==> config.mk <==
export PLATFORM = sky130hd
export DESIGN_NAME = z80_io_initiator
export DESIGN_NICKNAME = d
export VERILOG_FILES = /design/src/rtl/z80_io_initiator_pkg.sv /design/src/rtl/z80_io_initiator.sv
export SDC_FILE = /design/constraint.sdc
export NUM_CORES = 1
export LEC_CHECK = 0
export CAP_MARGIN = 10
export CORE_ASPECT_RATIO = 0.8
export CORE_UTILIZATION = 25
export DETAILED_ROUTE_END_ITERATION = 16
export HOLD_SLACK_MARGIN = 0.02
export PLACE_DENSITY_LB_ADDON = 0.3
export SETUP_SLACK_MARGIN = 0.02
export SLEW_MARGIN = 20
export SYNTH_ARGS = -nofsm -noshare
export SYNTH_HDL_FRONTEND = slang
export SYNTH_SLANG_ARGS = --single-unit
==> constraint.sdc <==
create_clock -name wb_clk_i -period 1.8 [get_ports wb_clk_i]
set_input_delay 0.27 -clock wb_clk_i [delete_from_list [all_inputs] [get_ports wb_clk_i]]
set_output_delay 0.27 -clock wb_clk_i [all_outputs]
set_load 0.01 [all_outputs]
==> src/rtl/z80_io_initiator_pkg.sv <==
`default_nettype none
// ============================================================================
// Module   : z80_io_initiator_pkg
// Purpose  : Shared Z80 I/O bus definitions (state codes, strobe level, width)
// Revision : 1.0
// ============================================================================
package z80_io_initiator_pkg;

    localparam int c_bus_w = 8;

    localparam logic [2:0] c_st_idle   = 3'd0;
    localparam logic [2:0] c_st_setup  = 3'd1;
    localparam logic [2:0] c_st_strobe = 3'd2;
    localparam logic [2:0] c_st_hold   = 3'd3;
    localparam logic [2:0] c_st_resp   = 3'd4;

    localparam logic c_strobe_off = 1'b1;

    // Phase counters count down to zero, so a phase of N cycles loads N-1.
    function automatic logic [3:0] phase_load(input int cycles);
        return 4'(cycles - 1);
    endfunction

endpackage : z80_io_initiator_pkg
`default_nettype wire

==> src/rtl/z80_io_initiator.sv <==
`default_nettype none
// ============================================================================
// Module   : z80_io_initiator
// Purpose  : Valid/ready request to Z80-style I/O read/write bus cycle master
// Revision : 1.0
// ============================================================================
module z80_io_initiator
    import z80_io_initiator_pkg::*;
#(
    parameter int SETUP_CYCLES  = 2,
    parameter int STROBE_CYCLES = 3,
    parameter int HOLD_CYCLES   = 1
) (
    input  logic               wb_clk_i,
    input  logic               wb_rst_i,
    input  logic               req_valid_i,
    output logic               req_ready_o,
    input  logic               req_write_i,
    input  logic [c_bus_w-1:0] req_addr_i,
    input  logic [c_bus_w-1:0] req_wdata_i,
    output logic               rsp_valid_o,
    output logic [c_bus_w-1:0] rsp_rdata_o,
    output logic               rsp_err_o,
    output logic [c_bus_w-1:0] z80_addr_o,
    output logic [c_bus_w-1:0] z80_data_o,
    output logic               z80_data_oe_o,
    input  logic [c_bus_w-1:0] z80_data_i,
    output logic               z80_wr_b_o,
    output logic               z80_rd_b_o,
    input  logic               z80_bus_dir_i
);

    if (SETUP_CYCLES < 1 || SETUP_CYCLES > 15) begin : g_bad_setup
        $error("z80_io_initiator: SETUP_CYCLES must be 1..15");
    end
    if (STROBE_CYCLES < 1 || STROBE_CYCLES > 15) begin : g_bad_strobe
        $error("z80_io_initiator: STROBE_CYCLES must be 1..15");
    end
    if (HOLD_CYCLES < 1 || HOLD_CYCLES > 15) begin : g_bad_hold
        $error("z80_io_initiator: HOLD_CYCLES must be 1..15");
    end

    logic [2:0] r_state;
    logic [3:0] r_cnt;
    logic       r_write;
    logic       r_fault;

    always_ff @(posedge wb_clk_i) begin
        if (wb_rst_i) begin
            r_state       <= c_st_idle;
            r_cnt         <= 4'd0;
            r_write       <= 1'b0;
            r_fault       <= 1'b0;
            req_ready_o   <= 1'b1;
            rsp_valid_o   <= 1'b0;
            rsp_rdata_o   <= '0;
            rsp_err_o     <= 1'b0;
            z80_addr_o    <= '0;
            z80_data_o    <= '0;
            z80_data_oe_o <= 1'b0;
            z80_wr_b_o    <= c_strobe_off;
            z80_rd_b_o    <= c_strobe_off;
        end else begin
            case (r_state)
                c_st_idle: begin
                    if (req_valid_i) begin
                        r_state     <= c_st_setup;
                        r_cnt       <= phase_load(SETUP_CYCLES);
                        r_write     <= req_write_i;
                        r_fault     <= 1'b0;
                        req_ready_o <= 1'b0;
                        rsp_rdata_o <= '0;
                        z80_addr_o  <= req_addr_i;
                        // Data bus keeps its previous value across reads.
                        if (req_write_i) begin
                            z80_data_o    <= req_wdata_i;
                            z80_data_oe_o <= 1'b1;
                        end
                    end
                end
                c_st_setup: begin
                    if (r_cnt == 4'd0) begin
                        r_state <= c_st_strobe;
                        r_cnt   <= phase_load(STROBE_CYCLES);
                        if (r_write) begin
                            z80_wr_b_o <= ~c_strobe_off;
                        end else begin
                            z80_rd_b_o <= ~c_strobe_off;
                        end
                    end else begin
                        r_cnt <= r_cnt - 4'd1;
                    end
                end
                c_st_strobe: begin
                    // Responder driving the bus while we drive it is contention.
                    if (r_write && z80_bus_dir_i) begin
                        r_fault <= 1'b1;
                    end
                    if (r_cnt == 4'd0) begin
                        r_state    <= c_st_hold;
                        r_cnt      <= phase_load(HOLD_CYCLES);
                        z80_wr_b_o <= c_strobe_off;
                        z80_rd_b_o <= c_strobe_off;
                        if (!r_write) begin
                            rsp_rdata_o <= z80_data_i;
                            r_fault     <= ~z80_bus_dir_i;
                        end
                    end else begin
                        r_cnt <= r_cnt - 4'd1;
                    end
                end
                c_st_hold: begin
                    if (r_cnt == 4'd0) begin
                        r_state       <= c_st_resp;
                        rsp_valid_o   <= 1'b1;
                        rsp_err_o     <= r_fault;
                        z80_data_oe_o <= 1'b0;
                    end else begin
                        r_cnt <= r_cnt - 4'd1;
                    end
                end
                c_st_resp: begin
                    r_state     <= c_st_idle;
                    rsp_valid_o <= 1'b0;
                    rsp_err_o   <= 1'b0;
                    req_ready_o <= 1'b1;
                end
                default: begin
                    r_state       <= c_st_idle;
                    req_ready_o   <= 1'b1;
                    rsp_valid_o   <= 1'b0;
                    z80_data_oe_o <= 1'b0;
                    z80_wr_b_o    <= c_strobe_off;
                    z80_rd_b_o    <= c_strobe_off;
                end
            endcase
        end
    end

endmodule : z80_io_initiator
`default_nettype wire

Word level (Yosys, flattened, before mapping)
Cells that the tools add are included.
{"block": "classes", "addsub": 1, "n_eq_ne": 13, "muxes": 34, "bitwise_logic": 5, "n_reduce_logical": 22}
{"cell": "$mux 8", "n": 3}
{"cell": "$reduce_and 4->1", "n": 5}
{"cell": "$ne 2x2->1 const B", "n": 9}
{"cell": "$mux 4", "n": 4}
{"cell": "$pmux 4 s4", "n": 1}
{"cell": "$pmux 8 s2", "n": 1}
{"cell": "$mux 1", "n": 13}
{"cell": "$mux 3", "n": 4}
{"cell": "$pmux 3 s4", "n": 1}
{"cell": "$reduce_or 3->1", "n": 4}
{"cell": "$reduce_and 2->1", "n": 5}
{"cell": "$pmux 1 s3", "n": 3}
{"cell": "$pmux 1 s2", "n": 4}
{"cell": "$eq 3x2->1 const B", "n": 2}
{"cell": "$reduce_and 3->1", "n": 2}
{"cell": "$not 1->1", "n": 5}
{"cell": "$logic_not 4->1", "n": 1}
{"cell": "$reduce_bool 2->1", "n": 2}
{"cell": "$reduce_bool 4->1", "n": 1}
{"cell": "$sub 4x1->4 const B", "n": 1}
{"cell": "$eq 3x1->1 const B", "n": 1}
{"cell": "$eq 3x3->1 const B", "n": 1}
{"cell": "$logic_not 3->1", "n": 1}
{"cell": "$logic_and 1x1->1", "n": 1}
{"block": "word_totals", "ff_bits": 39, "elab_cells": 88}

Depth between registers and ports, before layout
Gate-level depths: netlist (run 1).
{"block": "logic_depth", "ltp_word": 5, "depth_mapped": 7}

Worst setup path before layout (run 1)
Ideal clock, no wire load.
{"block": "synth_path", "path_type": "register to register", "start": "register r_cnt[0]", "end": "register r_cnt[3]", "setup_ns": 0.074, "arrival_ns": 1.463, "slack_ns": 0.263, "path_stages_with_launch": 7, "n_path_buf": 0, "synth_period_minus_slack_ns": 1.537, "path_cell_list": "dfxtp_1 inv_1 ha_1 or3b_1 o221a_2 nand2b_1 a31oi_1"}
{"block": "synth_between", "elab_chain_cells": 3}
{"item": "start: declaration", "line_no": "z80_io_initiator.sv:44", "rtl": "logic [3:0] r_cnt;"}
{"item": "start signal: assignment", "line_no": "z80_io_initiator.sv:68", "rtl": "r_cnt <= phase_load(SETUP_CYCLES);"}
{"item": "start signal: assignment", "line_no": "z80_io_initiator.sv:84", "rtl": "r_cnt <= phase_load(STROBE_CYCLES);"}
{"item": "start signal: assignment", "line_no": "z80_io_initiator.sv:91", "rtl": "r_cnt <= r_cnt - 4'd1;"}
{"item": "$sub 4x1->4 / $logic_not 4->1 (equally long branches)"}
{"item": "$mux 4, or another cell as far along", "line_no": "z80_io_initiator.sv:113", "rtl": "if (r_cnt == 4'd0) begin"}
{"item": "$pmux 4 s4 / $reduce_and 3->1 (equally long branches)"}
Parallel ways exist; a longest one is shown, timed or not. The select of a mux whose other input is x is not followed.
A chain may end at the register's enable or synchronous reset.

Worst setup path in the final report (run 1)
Same ends and word-level chain as after synthesis.

==> results of run 1 <==
==> per-stage QoR <==
stage	cells	worst slack, ns	utilization
after floorplan	189	0.263	-
after global placement	328	0.141	0.372
after detailed placement	328	0.0960	0.372
after CTS	335	0.124	0.385
after global routing	336	0.0215	0.387
final	336	0.145	0.387
==> state kept, by name, indices dropped and copies added, names as in the netlist, 3 cells and up <==
signal       flops
rsp_rdata_o      8
z80_addr_o       8
z80_data_o       8
r_cnt            4
r_state          3
==> layout make-up <==
class | count | area, um2 | area share
Clock buffer | 6 | 82.6 | 0.0330
Tap cell | 84 | 105 | 0.0420
Multi-Input combinational cell | 134 | 846 | 0.338
Sequential cell | 39 | 781 | 0.312
Inverter | 4 | 15.0 | 0.00600
Clock inverter | 1 | 5.00 | 0.00200
Timing Repair Buffer | 68 | 668 | 0.267
==> power groups by stage <==
stage	combinational, W	sequential [W]	clock (W)
3_3_place_gp	0.00142	0.00123	0
3_5_place_dp	0.00141	0.00123	0
5_1_grt	0.00161	0.00124	0.000669
2_1_floorplan	0.000911	0.00122	0
4_1_cts	0.00142	0.00121	0.000630
6_report	0.00145	0.00122	0.000595
==> cells in the final DEF, fill, tap and decap left out, drive strengths merged, types with 2 or more instances in the layout <==
master / count
nor2b: 2
a211oi: 2
buf: 10
o21ai: 3
ha: 2
inv: 4
a31oi: 3
nand3b: 8
nand2b: 2
nor2: 17
o22ai: 2
mux2i: 9
dfxtp: 39
a21oi: 14
a221o: 2
nand4: 2
o31ai: 9
clkbuf: 6
nand2: 36
or2: 2
nand3: 2
clkdlybuf4s50: 58
nor3b: 2
==> repair_timing <==
action                                  4_1_cts  5_1_grt
endpoints found under the setup margin        0        3
gates resized for setup                       0        0
buffers inserted                              0        1
==> routing by layer <==
layer  track usage  vias to the layer above  share of wire
met5             0                        -              0
met4        0.0431                        0         0.0084
met3        0.0382                        2          0.061
met2         0.167                       45           0.42
met1         0.175                      715           0.51
li1              -                      789              -
==> critical path, cell delays in order (launching register included) <==
cell and delay (ns):
dfxtp_1 0.34, inv_1 0.10, ha_1 0.16, or3b_1 0.43, o221a_2 0.31, nand2b_1 0.14
a31oi_1 0.11
==> how the worst min path moves through the flow <==
| stage | slack [ns] | start | to |
|---|---|---|---|
| 2_1_floorplan | 0.37 | z80_bus_dir_i | r_fault |
| 3_3_place_gp | 0.43 | req_ready_o | req_ready_o |
| 3_5_place_dp | 0.44 | req_ready_o | req_ready_o |
| 4_1_cts | 0.46 | z80_addr_o[4] | z80_addr_o[4] |
| 5_1_grt | 0.47 | req_ready_o | req_ready_o |
| 6_report | 0.45 | rsp_valid_o | rsp_valid_o |
==> kinds of logic (layout without fill, tap and decap cells) <==
group / Yosys count / in the layout / synth area share
compound gates: 43 / 43 / 0.186
xor+xnor: 1 / 1 / 0.00513
fa+ha+maj: 2 / 2 / 0.0147
buf+inv: 16 / 79 / 0.0469
flops: 39 / 39 / 0.457
mux: 9 / 9 / 0.0528
simple gates: 79 / 79 / 0.237
==> results by group, run 1 <==
Run status
  – Status: complete, no violations

Cells and area
  – Fill cells: roughly 660
  – Share of layout cells above drive strength 1: 0.0992
  – N_diodes: 0
  – Fin nets: between 200 and 300
  – Syn-to-layout area delta: 46.6%
  – Post-route cell area: approximately 0.0025 mm2

Timing
  – Final setup fails: 0
  – Fmax: roughly 600 MHz
  – Final Max Tran Viols: 0
  – Worst slew pin tran: ~0.53 ns
  – RSZ-0062 raised after global routing: no
  – Fin crit share: 0.920
  – Worst clock skew: roughly 0.011 ns
  – Count of final hold-check violations: 0
  – Fin crit period: 1.66 ns
  – Slew margin rel.: 0.646
  – Total Neg Setup Slack: 0 ns
  – Fin Hold WS: approximately 0.45 ns

Logic synthesis
  – Ys flop type: dfxtp_1
  – Top-count cell post-synth: dfxtp_1
  – Seq/Total Area, Yosys: 0.457
  – Largest cells by area after synthesis: dfxtp_1 46%, nand2_1 7.9%, mux2i_1 5.3%, a21oi_1 4.1%, nor2_1 3.7%
  – Cell variety after synth: 42
  – Synth top area share: 0.457
  – EDFF count, synth: 0
  – Synth warn: 0
  – Post-Syn Nets: 220
  – Most frequent cells after synthesis: 39 x dfxtp_1, 36 x nand2_1, 17 x nor2_1, 14 x a21oi_1, 9 x mux2i_1
  – Synth Register Bits: 39
  – Async SR Flop Fraction: 0
  – Synth Instances: 189
  – Synthesized cell area: ~0.0017 mm2
  – Biggest area consumer among synthesized cells: dfxtp_1
  – Mean Syn Cell Area: roughly 9.0 um2

Critical path
  – Critical path endpoint category: register
  – Critical Path End: r_cnt[3]
  – Crit path DAT: ~1.9 ns
  – R2r worst-path depth: 6
  – CP required: about 2 ns
  – RR Endpoint: r_cnt[3]
  – Worst Setup Start Kind: register
  – CP max FO: 5
  – CP startpoint: r_cnt[0]
  – CP Class: reg -> reg
  – R2R Setup Slk: between 0.1 and 0.15 ns
  – Reg-to-reg critical path startpoint: r_cnt[0]

Run
  – Max-cap violations: 0

Routing
  – Routed vias/inst: approximately 4.6
  – WL/cell: around 12 um
  – Detail Route Antenna Nets: 0
  – TritonRoute pass-1 iters: 6
  – Post-Route WL: 4190 um
  – Drt drc: 0
  – Vias: between 1500 and 2000
  – Initial DRC count: slightly below 80

Global route
  – First-pass GRT wire length: about 6700 um
  – Remaining global-route overflow: 0
  – Antenna violations before repair: 0
  – Largest net degree at the start of global routing: 24
  – Vias in the first global route: between 1000 and 1500
  – Total Routing Usage GR: 0.121

Power
  – Combinational share of power: 0.444
  – Switching fraction of total power: 0.379
  – Seq pwr share: 0.373
  – Psw: 0.00124 W
  – Power, Total: around 0.0033 W
  – Clock power frac: 0.183
  – Worst VDD drop: around 0.00042 V
  – Pint: between 0.002 and 0.0025 W
  – P_leak: between 0.9 and 1 nW
  – Pwr dens: approximately 1300 mW/mm2

Placed design
  – GPL Wtd Cong: roughly 0.86
  – DP Area: 0.00241 mm2
  – PortBufs: just under 60
  – Dpl hpwl: 2950 um

Clocking
  – Hold Buf Count CTS: 0
  – Clock buffer count from CTS: 5
  – CTS tree: yes
  – Clk buf depth: 2
  – CTS H-tree depth: 2
  – Clk sinks: 39
  – Clk pin slew, worst setup/hold paths: approximately 0.080 ns
  – Clock latency on the worst-skew pair: between 0.2 and 0.3 ns
  – Root Buffer: clkbuf_8

Floorplan
  – Die ar.: 0.00716 mm2
  – DIE HEIGHT: roughly 76 um
  – # rows: 26
  – Chip width: around 94 um
  – Initial Util: 0.264
  – Core box area: 0.00647 mm2
  – I/O pin total: 59

Min path
  – Min-Delay Path Class: reg -> reg
  – WHS Path Cells: 2
(Power assumes the default switching activity.)
==> run 2, diff against run 1 <==
SLEW_MARGIN = 10   (was 20)
==> results of run 2 <==
Final layout, timing and power as in run 1 (identical DEF).
==> run 3, diff against run 2 <==
SETUP_SLACK_MARGIN = not set   (was 0.02)
SLEW_MARGIN = not set   (was 10)
==> results of run 3 <==
Final layout, timing and power as in run 1 (identical DEF).
==> RTL edit: new RTL, settings of run 3 <==
Make the reset (`wb_rst_i`) asynchronous in one clocked block.
--- a/src/rtl/z80_io_initiator.sv
+++ b/src/rtl/z80_io_initiator.sv
@@ -45,7 +45,7 @@
     logic       r_write;
     logic       r_fault;
 
-    always_ff @(posedge wb_clk_i) begin
+    always_ff @(posedge wb_clk_i or posedge wb_rst_i) begin
         if (wb_rst_i) begin
             r_state       <= c_st_idle;
             r_cnt         <= 4'd0;
Check against the original RTL: differs if wb_rst_i is asserted again (counterexample within 4 cycles, from zero or initial values and one cycle with wb_rst_i high); with wb_rst_i held inactive, the same outputs for 10 cycles.
==> RTL edit against run 3 <==
  * Via count is 3.7% lower
  * Worst setup slack worse by 0.047 ns
  * Global-route usage fell by 0.66 points
  * Power grew 32%
  * Clock skew decreased by 0.0019 ns
  * Clock power rose by 31%
  * Area after synthesis up 6.2%
  * Wire length down 1.3%
  * Sequential cell count unchanged
  * Maximum frequency decreased by 2.8%
  * Design area rose by 8.4%
==> RTL edit: results <==
export IMPL_ys_async_sr_fraction=1.000
export IMPL_r2r_start="r_cnt[0]"
export IMPL_whs_ns=0.3237
export IMPL_p_leak_nw=1.182
export IMPL_ys_seq_area_frac=0.5407
export IMPL_port_buffers=58
export IMPL_synth_cell_types=38
export IMPL_worst_path_max_delay_cell="or3b_4"
export IMPL_via_per_inst=4.524
export IMPL_gp_congestion=0.8187
export IMPL_grt_pass1_wl_microns=7038
export IMPL_grt_max_degree=40
export IMPL_status="complete, no violations"
export IMPL_first_global_vias=1493
export IMPL_slew_headroom=0.7578
export IMPL_peakVddDrop_mv=0.6024
export IMPL_synth_common_cells="dfrtp_1 (36), nand2_1 (33), inv_1 (18)"
export IMPL_first_pass_iters=4
export IMPL_critical_path_arrival_ns=1.92
export IMPL_reg2reg_to="rsp_rdata_o[3]"
export IMPL_finalNetCount=273
export IMPL_drtIter0Drc=74
export IMPL_reg2regPathDepth=6
export IMPL_routedWlPerCell_microns=12.53
export IMPL_hp_class="primary input to async pin"
export IMPL_skew_ns=0.008866
export IMPL_rrSetupSlack_ns=0.1
export IMPL_synth_area_leaders="dfrtp_1 (50%), nand2_1 (6.8%), mux2i_1 (4.4%), dfstp_2 (4.4%), inv_1 (3.7%)"
export IMPL_clkTransAtPathRegs_ns=0.08
export IMPL_cts_root_buf="clkbuf_8"
export IMPL_dp_hpwl_microns=3003
export IMPL_fill_cells=697
export IMPL_p_switching_mw=1.452
export IMPL_critPathMaxFanout=8
export IMPL_grt_usage=0.1147
export IMPL_synth_nets=202
export IMPL_drive_gt1_frac=0.1605
-- RTL edit: worst min-delay path, delay by kind of cell --
kind,cells,cell delay (ns)
buffers and inverters,3,0.72
-- RTL edit: kinds of logic (layout without fill, tap and decap cells) --
kind of cell | after synthesis | after routing | share of synthesized area
xor+xnor | 1 | 1 | 0.004835
compound gates | 28 | 28 | 0.1084
buf+inv | 26 | 98 | 0.07044
simple gates | 59 | 59 | 0.1678
flops | 39 | 39 | 0.5407
mux | 16 | 16 | 0.09392
fa+ha+maj | 2 | 2 | 0.01381
-- RTL edit: timing repair --
item	4_1_cts	5_1_grt
gates resized for setup	1	1
gates cloned	0	0
endpoints found under the setup margin	8	5
buffers inserted	0	0
-- RTL edit: area by class of cell --
cell class / instances / share of cell area
clock buffers: 6 / 0.03043
clock inverters: 2 / 0.01429
inverters: 18 / 0.02490
multi-input cells: 106 / 0.2674
flip-flops and latches: 39 / 0.3610
well taps: 87 / 0.04011
repair buffers: 72 / 0.2619
-- RTL edit: layer usage --
| metal | vias to the layer above | GRT usage | routed length [microns] |
|---|---|---|---|
| li1 | 729 | - | - |
| met1 | 722 | 0.1589 | 2072 |
| met2 | 37 | 0.1697 | 1787 |
| met3 | 5 | 0.03918 | 242 |
| met4 | 0 | 0.03134 | 33 |
| met5 | - | 0 | 0 |
-- RTL edit: worst max-delay path by stage --
stage                 from              to  depth (start not counted)
2_1_floorplan     r_cnt[0]  rsp_rdata_o[0]                          6
3_3_place_gp   req_valid_i   z80_data_o[4]                          5
3_5_place_dp   req_valid_i   z80_data_o[4]                          5
4_1_cts           r_cnt[1]  rsp_rdata_o[3]                          6
5_1_grt           r_cnt[0]  rsp_rdata_o[1]                          6
6_report          r_cnt[0]  rsp_rdata_o[3]                          6
-- RTL edit: stage by stage --
| step | std cells | instance area (sq um) | setup TNS [ns] | worst slack (ns) | util |
|---|---|---|---|---|---|
| floorplan | 171 | 1824 | 0 | 0.01965 | - |
| global placement | 322 | 2590 | 0 | 0.01076 | 0.3722 |
| detailed placement | 322 | 2590 | -0.01572 | -0.008770 | 0.3722 |
| CTS | 330 | 2714 | 0 | 0.06647 | 0.3900 |
| global route | 330 | 2714 | 0 | 0.03114 | 0.3900 |
| finish | 330 | 2714 | 0 | 0.09744 | 0.3900 |
-- RTL edit: power groups by stage --
stage	clock network [mW]	logic (mW)	registers (mW)
2_1_floorplan	0	0.913	1.68
5_1_grt	0.850	2.18	1.60
4_1_cts	0.809	1.99	1.54
6_report	0.781	1.98	1.54
3_5_place_dp	0	1.98	1.55
3_3_place_gp	0	1.95	1.55
